===== src/rtl/reset_sequencer.sv =====
// Board reset synchroniser and staged per-domain reset release with software re-sequencing.
// Optional macro RESET_SEQ_CAUSE_EN adds the LastCause output recording the last reset source.
module reset_sequencer #(
   parameter int NUM_DOMAINS   = 4,
   parameter int SYNC_STAGES   = 2,
   parameter int FILTER_CYCLES = 4,
   parameter int RELEASE_GAP   = 16,
   parameter int HOLD_CYCLES   = 8
) (
   input  logic                   Reset,
   input  logic                   Clock,
   input  logic                   SoftReset,
   output logic [NUM_DOMAINS-1:0] SysReset,
   output logic                   ResetDone
`ifdef RESET_SEQ_CAUSE_EN
   ,
   output logic [1:0]             LastCause
`endif
);

   localparam int MAX_FG    = (FILTER_CYCLES > RELEASE_GAP) ? FILTER_CYCLES : RELEASE_GAP;
   localparam int MAX_COUNT = (MAX_FG > HOLD_CYCLES) ? MAX_FG : HOLD_CYCLES;
   localparam int CW        = $clog2(MAX_COUNT) + 1;
   localparam int IW        = $clog2(NUM_DOMAINS) + 1;

   localparam logic [CW-1:0] FILTER_LAST = CW'(FILTER_CYCLES - 1);
   localparam logic [CW-1:0] GAP_LAST    = CW'(RELEASE_GAP - 1);
   localparam logic [CW-1:0] HOLD_LAST   = CW'(HOLD_CYCLES - 1);
   localparam logic [IW-1:0] LAST_INDEX  = IW'(NUM_DOMAINS - 1);

   localparam logic [2:0] SYNC      = 3'd0;
   localparam logic [2:0] FILTER    = 3'd1;
   localparam logic [2:0] SEQ       = 3'd2;
   localparam logic [2:0] RUN       = 3'd3;
   localparam logic [2:0] SOFT_HOLD = 3'd4;

   // A single-domain build has nothing left to sequence once domain 0 is out of reset.
   localparam logic [2:0] AFTER_FIRST = (NUM_DOMAINS == 1) ? RUN : SEQ;
   localparam logic       FIRST_DONE  = (NUM_DOMAINS == 1);

   if (NUM_DOMAINS < 1 || NUM_DOMAINS > 16 || SYNC_STAGES < 2 ||
       FILTER_CYCLES < 1 || RELEASE_GAP < 1 || HOLD_CYCLES < 1) begin : g_illegal_params
      $error("reset_sequencer: illegal parameter value");
   end

   logic [SYNC_STAGES-1:0] sync_chain;
   logic [2:0]             state;
   logic [CW-1:0]          count;
   logic [IW-1:0]          index;
   logic                   soft_req;

   always_ff @(posedge Clock or negedge Reset) begin
      if (!Reset) begin
         sync_chain <= '0;
      end else begin
         sync_chain <= {sync_chain[SYNC_STAGES-2:0], 1'b1};
      end
   end

   always_comb begin
      soft_req = SoftReset && (state == FILTER || state == SEQ || state == RUN);
   end

   // SYNC leaves on the edge the synchronised release appears, so the filter
   // count starts on the very next edge.
   always_ff @(posedge Clock or negedge Reset) begin
      if (!Reset) begin
         state     <= SYNC;
         count     <= '0;
         index     <= '0;
         SysReset  <= '0;
         ResetDone <= 1'b0;
      end else if (soft_req) begin
         state     <= SOFT_HOLD;
         count     <= '0;
         index     <= '0;
         SysReset  <= '0;
         ResetDone <= 1'b0;
      end else begin
         case (state)
            SYNC: begin
               if (sync_chain[SYNC_STAGES-2]) begin
                  state <= FILTER;
                  count <= '0;
               end
            end
            FILTER: begin
               if (!sync_chain[SYNC_STAGES-1]) begin
                  count <= '0;
               end else if (count == FILTER_LAST) begin
                  SysReset  <= NUM_DOMAINS'(1);
                  ResetDone <= FIRST_DONE;
                  state     <= AFTER_FIRST;
                  index     <= IW'(1);
                  count     <= '0;
               end else begin
                  count <= count + 1'b1;
               end
            end
            SEQ: begin
               if (count == GAP_LAST) begin
                  SysReset <= (SysReset << 1) | NUM_DOMAINS'(1);
                  count    <= '0;
                  index    <= index + 1'b1;
                  if (index == LAST_INDEX) begin
                     ResetDone <= 1'b1;
                     state     <= RUN;
                  end
               end else begin
                  count <= count + 1'b1;
               end
            end
            RUN: begin
               state <= RUN;
            end
            SOFT_HOLD: begin
               if (SoftReset) begin
                  count <= '0;
               end else if (count == HOLD_LAST) begin
                  SysReset  <= NUM_DOMAINS'(1);
                  ResetDone <= FIRST_DONE;
                  state     <= AFTER_FIRST;
                  index     <= IW'(1);
                  count     <= '0;
               end else begin
                  count <= count + 1'b1;
               end
            end
            default: begin
               state <= SYNC;
               count <= '0;
            end
         endcase
      end
   end

`ifdef RESET_SEQ_CAUSE_EN
   // 01 = external board reset, 10 = software request; kept until the next reset.
   always_ff @(posedge Clock or negedge Reset) begin
      if (!Reset) begin
         LastCause <= 2'b01;
      end else if (soft_req) begin
         LastCause <= 2'b10;
      end
   end
`endif

endmodule


===== config.mk =====
export PLATFORM = sky130hd
export DESIGN_NAME = reset_sequencer
export DESIGN_NICKNAME = d
export VERILOG_FILES = /design/src/rtl/reset_sequencer.sv
export SDC_FILE = /design/constraint.sdc
export NUM_CORES = 1
export LEC_CHECK = 0
export ABC_AREA = 1
export CAP_MARGIN = 15
export CORE_UTILIZATION = 51
export CTS_BUF_LIST = sky130_fd_sc_hd__clkbuf_4 sky130_fd_sc_hd__clkbuf_8
export CTS_CLUSTER_SIZE = 20
export DETAILED_ROUTE_END_ITERATION = 8
export HOLD_SLACK_MARGIN = 0.02
export PLACE_DENSITY_LB_ADDON = 0.12
export SETUP_SLACK_MARGIN = 0.05
export SYNTH_ARGS = -nofsm -noshare
export SYNTH_HDL_FRONTEND = slang
export SYNTH_SLANG_ARGS = --single-unit

===== constraint.sdc =====
create_clock -name Clock -period 1.5 [get_ports Clock]
set_input_delay 0.3 -clock Clock [delete_from_list [all_inputs] [get_ports Clock]]
set_output_delay 0.3 -clock Clock [all_outputs]
set_load 0.03 [all_outputs]

# [Yosys cells after proc, flatten, opt, wreduce, memory -nomap -nowiden]
# Cells that the tools add are included.
[op_classes] muxes=39 add_sub_neg=2 reduce_logical=9 eq_ne=16
[ops] op="two-way mux 3 bit" count=14
[ops] op="two-way mux 5 bit" count=7
[ops] op="one-hot mux 5 bit (5 select lines)" count=1
[ops] op="two-way mux 4 bit" count=6
[ops] op="one-hot mux 3 bit (5 select lines)" count=1
[ops] op="AND reduction 7 bit" count=2
[ops] op="inequality test 3 bit (second input constant)" count=4
[ops] op="one-hot mux 4 bit (3 select lines)" count=1
[ops] op="equality test 3 x 2 -> 1 bit (second input constant)" count=3
[ops] op="inequality test 3 x 2 -> 1 bit (second input constant)" count=3
[ops] op="one-hot mux 3 bit (3 select lines)" count=1
[ops] op="two-way mux 1 bit" count=7
[ops] op="AND reduction 6 bit" count=1
[ops] op="adder 5 x 1 -> 5 bit (second input constant)" count=1
[ops] op="equality test 5 x 2 -> 1 bit (second input constant)" count=1
[ops] op="equality test 5 x 3 -> 1 bit (second input constant)" count=1
[ops] op="equality test 5 x 4 -> 1 bit (second input constant)" count=1
[ops] op="nonzero test 4 bit" count=1
[ops] op="adder 3 x 1 -> 3 bit (second input constant)" count=1
[ops] op="equality test 3 x 1 -> 1 bit (second input constant)" count=1
[ops] op="equality test 3 bit (second input constant)" count=1
[ops] op="zero test 3 bit" count=1
[ops] op="one-hot mux 1 bit (3 select lines)" count=1
[ops] op="logical OR 1 bit" count=2
[ops] op="other kinds (3)" count=3
[word_totals] wordCells=72 regBits=18

# [Depth between registers and ports, before layout]
[depth] depth_word=6 ltp_mapped=10

# [Least setup slack after synthesis]
# No wires, ideal clock.
[synth_timing] kind="register -> register" startpoint="register count[0]" endpoint="register SysReset[0]" path_stages_with_launch=11 path_slack_ns=-0.097 required_time_ns=1.435 synth_period_minus_slack_ns=1.597 path_buffers=0 arrival_ns=1.532 path_cell_list="dfrtp_1 > ha_1 > nand3_1 > inv_1 > ha_1 > nand3b_2 > nand2_2 > nor2_8 > nand2_2 > nand2_1 > nand2_1"
[synth_between] elab_chain_cells=3 word_cells_on_any_way=7 cone_classes="6 x eq/ne; 1 x reduce/logical"
[synth_lines] item="from (decl)" line="48" source="logic [CW-1:0] count;"
[synth_lines] item="from (signal assigned)" line="97" source="count <= count + 1'b1;"
[synth_lines] item="from (signal assigned)" line="110" source="count <= count + 1'b1;"
[synth_lines] item="from (signal assigned)" line="126" source="count <= count + 1'b1;"
[synth_lines] item="equality test 5 x 3 -> 1 bit (tied with other cells)" line="119" source="end else if (count == HOLD_LAST) begin"
[synth_lines] item="inequality test 3 bit (no source line) or inequality test 3 x 2 -> 1 bit (tied branches)"
[synth_lines] item="AND reduction 6 bit (no source line) *"
[synth_lines] item="to (signal assigned)" line="102" source="SysReset <= (SysReset << 1) | NUM_DOMAINS'(1);"
[synth_lines] item="to (decl)" line="13" source="output logic [NUM_DOMAINS-1:0] SysReset,"
# Every way passes the cells marked *; elsewhere a longest branch is shown, timed or not.
# A chain may end at the register's enable or synchronous reset.

# [Worst setup path in the final report]
[layout_timing] startpoint="register count[0]" endpoint="register index[0]"
[layout_between] elab_chain_cells=3 word_cells_on_any_way=7 cone_classes="6 x eq/ne; 1 x reduce/logical"
[layout_lines] item="equality test 5 x 3 -> 1 bit (tied with other cells)" line="119"
[layout_lines] item="inequality test 3 bit (no source line) or inequality test 3 x 2 -> 1 bit (tied branches)"
[layout_lines] item="AND reduction 6 bit (no source line) *"
[layout_lines] item="to (signal assigned)" line="104" source="index <= index + 1'b1;"
[layout_lines] item="to (decl)" line="49" source="logic [IW-1:0] index;"
# Marks and branches as above.

==> results.json <==
{
  "status": "complete, but fails checks",
  "violations": "setup timing",
  "cp-start-kind": "flip-flop",
  "finalSetupViolCount": 12,
  "grt_overflow": 0,
  "wire_per_inst_um": 13.4,
  "synth_area_per_cell_um2": 7.15,
  "critPathRequiredTime_ns": 1.69,
  "port_buffers": 7,
  "rsz0062_at_grt": "true",
  "place_congestion": 0.813,
  "final_layout_size_suffix_gt1_frac": 0.382,
  "insertion_delay_ns": 0.30,
  "yosysWarnings": 0,
  "final-hold-violation-count": 0,
  "power.density_nw_per_um2": 1780,
  "die_area_um2": 2450,
  "grt.total_usage": 0.255,
  "ys_types": 18,
  "grt_first_pass_wirelength_um": 4710,
  "dr.pass1.iters": 4,
  "cpPeakStageDelay_ns": 0.41,
  "cts_buffers": 3,
  "antenna_cells": 0,
  "synth-seq-cells": 18,
  "critPathKind": "reg -> reg",
  "clock-sinks": 18,
  "ys_seq_area_frac": 0.391,
  "nFillCells": 126,
  "antenna_found_initial": 0,
  "fin_worst_skew_ns": 0.00813,
  "drv_cap": 0,
  "final_max_slew_viol_count": 0,
  "synth_fp_nets": 169,
  "fin_crit_ns": 1.59,
  "fin_crit_sh": 1.06,
  "clockBufferDepth": 2,
  "pin_count": 8,
  "synth_cells": 161,
  "die_y_um": 49.5,
  "critPathArrivalTime_ns": 1.78,
  "max_freq_mhz": 630,
  "grt_pass1_vias": 1118,
  "cts_tree": "done",
  "start_util": 0.564,
  "worstPathCellList": "ha_4 > nand3_4 > inv_2 > ha_4 > nand3b_4 > nand2_4 > nor2_8 > nand2_4 > nand2_1 > nand2_1",
  "fin_nets": 208,
  "root_buffer": "clkbuf_4",
  "synthToLayoutAreaGrowth_pct": 43.0,
  "end_kind": "flip-flop",
  "peakVddDrop_v": 0.00141,
  "grt_max_degree": 19,
  "htreeDepth": 1,
  "dp_hpwl_um": 2020,
  "tns_ns": -0.568,
  "coreArea_um2": 2040,
  "cp_max_fo": 7,
  "cp_slowest_cell": "dfrtp_1",
  "rows": 16,
  "whs_ns": 0.308,
  "vias": 1178,
  "power.total_mw": 2.93,
  "p_leak_nw": 0.893,
  "synth_area_um2": 1150,
  "drt-total-wl_um": 3020,
  "die_w_um": 49.5,
  "vias_per_cell": 5.21,
  "path_clk_slew_ns": 0.11,
  "hold_path_class": "in -> async",
  "fin_ws_ns": -0.0863,
  "first_iter_violations": 51,
  "ant_nets": 0,
  "drc": 0
}
==> power breakdown <==
| group | leakage (nW) | switching, mW | internal (mW) | total [mW] |
|---|---|---|---|---|
| sequential | 0.231 | 0.132 | 0.607 | 0.739 |
| combinational | 0.641 | 1.13 | 0.755 | 1.89 |
| clock | 0.0210 | 0.160 | 0.148 | 0.308 |
==> metal layers <==
metal | track usage | share of wire
met2 | 0.432 | 0.48
met4 | 0.100 | 0.029
met1 | 0.321 | 0.46
met3 | 0.0463 | 0.035
met5 | 0 | 0
==> cell usage after synthesis (all sizes together) <==
library cell  count  area [µm²]
buf               1        11.3
inv              18        67.6
ha                5        62.6
a21boi            1        7.51
nand2            63         244
nand3b            8        63.8
a21oi             2        10.0
o21ai             6        30.0
nand3            15        75.1
xor2              2        17.5
nor2             21         108
conb              1        3.75
dfrtp            18         450
==> placed cells by master (no fill, tap or decap), types with 2 or more instances in the layout <==
cell type and instances:
nand3_1 11, dlygate4sd2_1 4, dfrtp_1 14, o21ai_0 4
nand2_4 2, nand3_2 3, inv_1 12, nor2_1 9
inv_2 6, nand3b_1 7, buf_4 23, ha_1 2
nand2_2 11, dfrtp_2 4, clkbuf_4 3, xor2_1 2
nor2_4 4, nand2_1 50, o21ai_1 2, nor2_2 7
buf_6 5, clkdlybuf4s50_1 2, ha_4 2
==> cell type report <==
cell class	count	area, µm²	area share
inverters	18	67.6	0.0410
well taps	27	33.8	0.0205
multi-input cells	124	759	0.461
repair buffers	35	294	0.179
flip-flops and latches	18	455	0.277
clock buffers	4	36.3	0.0220
==> worst max-delay path: cells and delay by family, from the launching register on <==
| kind | cells | cell delay [ns] |
|---|---|---|
| and+or+nand+nor | 7 | 0.68 |
| DFF | 1 | 0.41 |
| adders and majority gates | 2 | 0.31 |
| buffers and inverters | 1 | 0.06 |
==> metrics by stage <==
stage / instances / setup slack, ns / utilization / instance area [µm²]
2_1_floorplan: 161 / 0.0551 / - / 1190
3_3_place_gp: 213 / -0.175 / 0.698 / 1430
3_5_place_dp: 213 / -0.232 / 0.698 / 1430
4_1_cts: 221 / -0.0809 / 0.740 / 1510
5_1_grt: 226 / -0.168 / 0.806 / 1650
6_report: 226 / -0.0863 / 0.806 / 1650
==> cells by family after synthesis <==
logic type / Yosys count / synth area share
xor+xnor: 2 / 0.0152
fa+ha+maj: 5 / 0.0543
other cells: 1 / 0.00326
simple gates: 107 / 0.426
compound gates: 9 / 0.0413
flops: 18 / 0.391
buf+inv: 19 / 0.0685
==> registers in the layout (all words and copies together), names as in the netlist <==
signal,flops
count,5
SysReset,4
ResetDone,1
sync_chain,2
index,3
state,3
==> final timing paths <==
kind                            slack (ns)       endpoint  depth (start not counted)           from
worst min-delay path                  0.31       count[3]                          2          Reset
max in group asynchronous             0.97       state[0]                          2          Reset
worst max-delay path                 -0.09       index[0]                         10       count[0]
min in group Clock                    0.39  sync_chain[1]                          0  sync_chain[0]
worst max register to register       -0.09       index[0]                         10       count[0]
worst min register to register        0.39  sync_chain[1]                          0  sync_chain[0]
==> repair_timing <==
item	CTS	global route
pin swaps	8	12
endpoints found under the hold margin	0	0
endpoints found under the setup margin	19	16
buffers inserted	4	5
hold buffers	0	0
gates resized for setup	14	32
Power figures use the tool's default switching activity.
==> RTL change, RTL diff (same settings) <==
Change the parameter `RELEASE_GAP` from 16 to 8.
--- a/src/rtl/reset_sequencer.sv
+++ b/src/rtl/reset_sequencer.sv
@@ -4,7 +4,7 @@
    parameter int NUM_DOMAINS   = 4,
    parameter int SYNC_STAGES   = 2,
    parameter int FILTER_CYCLES = 4,
-   parameter int RELEASE_GAP   = 16,
+   parameter int RELEASE_GAP   = 8,
    parameter int HOLD_CYCLES   = 8
 ) (
    input  logic                   Reset,
Behaviour: no difference found for any inputs over 10 cycles, from zero or initial values and one cycle with Reset low; that may be too few to reach the edited logic, so the function may still have changed.
==> RTL change against the original RTL <==
The flow still finishes with violations (setup timing); wire length decreased by 12%; first-iteration DRC count down 47%; critical path depth shrank 2; worst setup slack better by 0.018 ns; power is 0.98% lower; sequential cell count fell by 1; design area is 13% lower; synthesized area shrank 9.1%; maximum frequency increased by 1.1%; final cell count fell by 8.8%; critical path type unchanged; critical endpoint is now count[1]; largest power group unchanged; highest routed layer unchanged.
==> RTL change: results (changes against the original RTL) <==
- Synth area leaders: dfrtp_1 41%, nand2_1 19%, nand3_1 6.7%
- Static Leak: 0.802 nW (-10%)
- Synth Area in Compound Gates: 0.0287 (-0.0126)
- Final Skew: 0.00107 ns (-0.00706 ns)
- Failing checks: setup timing
- Outcome: finished with violations
- Yosys cell types: 19 (+1)
- GP Congestion: 0.912 (+12%)
- XOR/XNOR Fraction of Synth Area: 0.0167 (+0.00153)
- Post-synth net total: 148 (-12%)
- Layout cells sized above 1: 0.346 (-0.0355)
- Dpl cells: 191 (-10%)
- Adder-Cell Fraction of Synth Area: 0.0359 (-0.0185)
- Syn Area/Cell: 7.37 um2 (+3.0%)
- PnR worst setup slack: -0.0684 ns (+0.0179 ns)
- Largest regs: SysReset: 4 flops, count: 4 flops
- Vias in the first global route: 922 (-18%)
- Crit-path max cell delay: 0.44 ns (+0.03 ns)
- Gr usage total: 0.263 (+0.00781)
- 1st-iter DRT viols: 27 (-47%)
- Peak VDD IR: 1.04 mV (-27%)
- Largest net degree at the start of global routing: 18 (-1)
- Placed Area: 1260 um2 (-12%)
- DR vias/cell: 5.14 (-1.4%)
- Crit-path max FO: 4 (-3)
- Synth cell count leaders: 52 x nand2_1, 17 x dfrtp_1, 14 x nand3_1, 12 x nor2_1, 8 x nand3b_1
- Setup violators final: 13 (+1)
## RTL change: power breakdown
group          switching [W]  total [W]  internal (W)
logic                0.00112    0.00192      0.000804
registers           0.000121   0.000705      0.000584
clock network       0.000155   0.000277      0.000122
total                0.00140    0.00291       0.00151
## RTL change: worst paths after layout
path,end,slack (ns),from,cells past startpoint
max,count[1],-0.07,state[1],8
min reg2reg,sync_chain[1],0.39,sync_chain[0],0
max reg2reg,count[1],-0.07,state[1],8
min,state[1],0.30,Reset,2
max in group asynchronous,state[2],0.99,Reset,2
min in group Clock,sync_chain[1],0.39,sync_chain[0],0
## RTL change: critical path: cells and delay by family, from the launching register on
family | cells | cell delay (ns)
DFF | 1 | 0.44
buffers and inverters | 3 | 0.33
AOI/OAI and AO/OA | 1 | 0.17
and+or+nand+nor | 4 | 0.55
## RTL change: repair_timing
action / 4_1_cts / 5_1_grt
pin swaps: 9 / 6
buffers inserted: 7 / 4
gates resized for setup: 15 / 12
endpoints found under the hold margin: 0 / 0
endpoints found under the setup margin: 19 / 15
## RTL change: area by class of cell
class / instances / area (um2)
flip-flops and latches: 17 / 428
fillers: 156 / 504
clock buffers: 4 / 30.0
repair buffers: 34 / 285
well taps: 27 / 33.8
inverters: 11 / 43.8
multi-input cells: 113 / 617
## RTL change: kinds of logic after synthesis
family | count (synthesis)
and+or+nand+nor | 101
buffers and inverters | 12
adders and majority gates | 3
DFF | 17
xor gates and xnor gates | 2
AOI/OAI and AO/OA | 6
other | 1
## RTL change: routing by layer
layer | wire, um | vias to the layer above | global-route usage
li1 | - | 524 | -
met1 | 1170 | 511 | 0.344
met2 | 1340 | 19 | 0.422
met3 | 92 | 5 | 0.0577
met4 | 40 | 0 | 0.103
met5 | 0 | - | 0
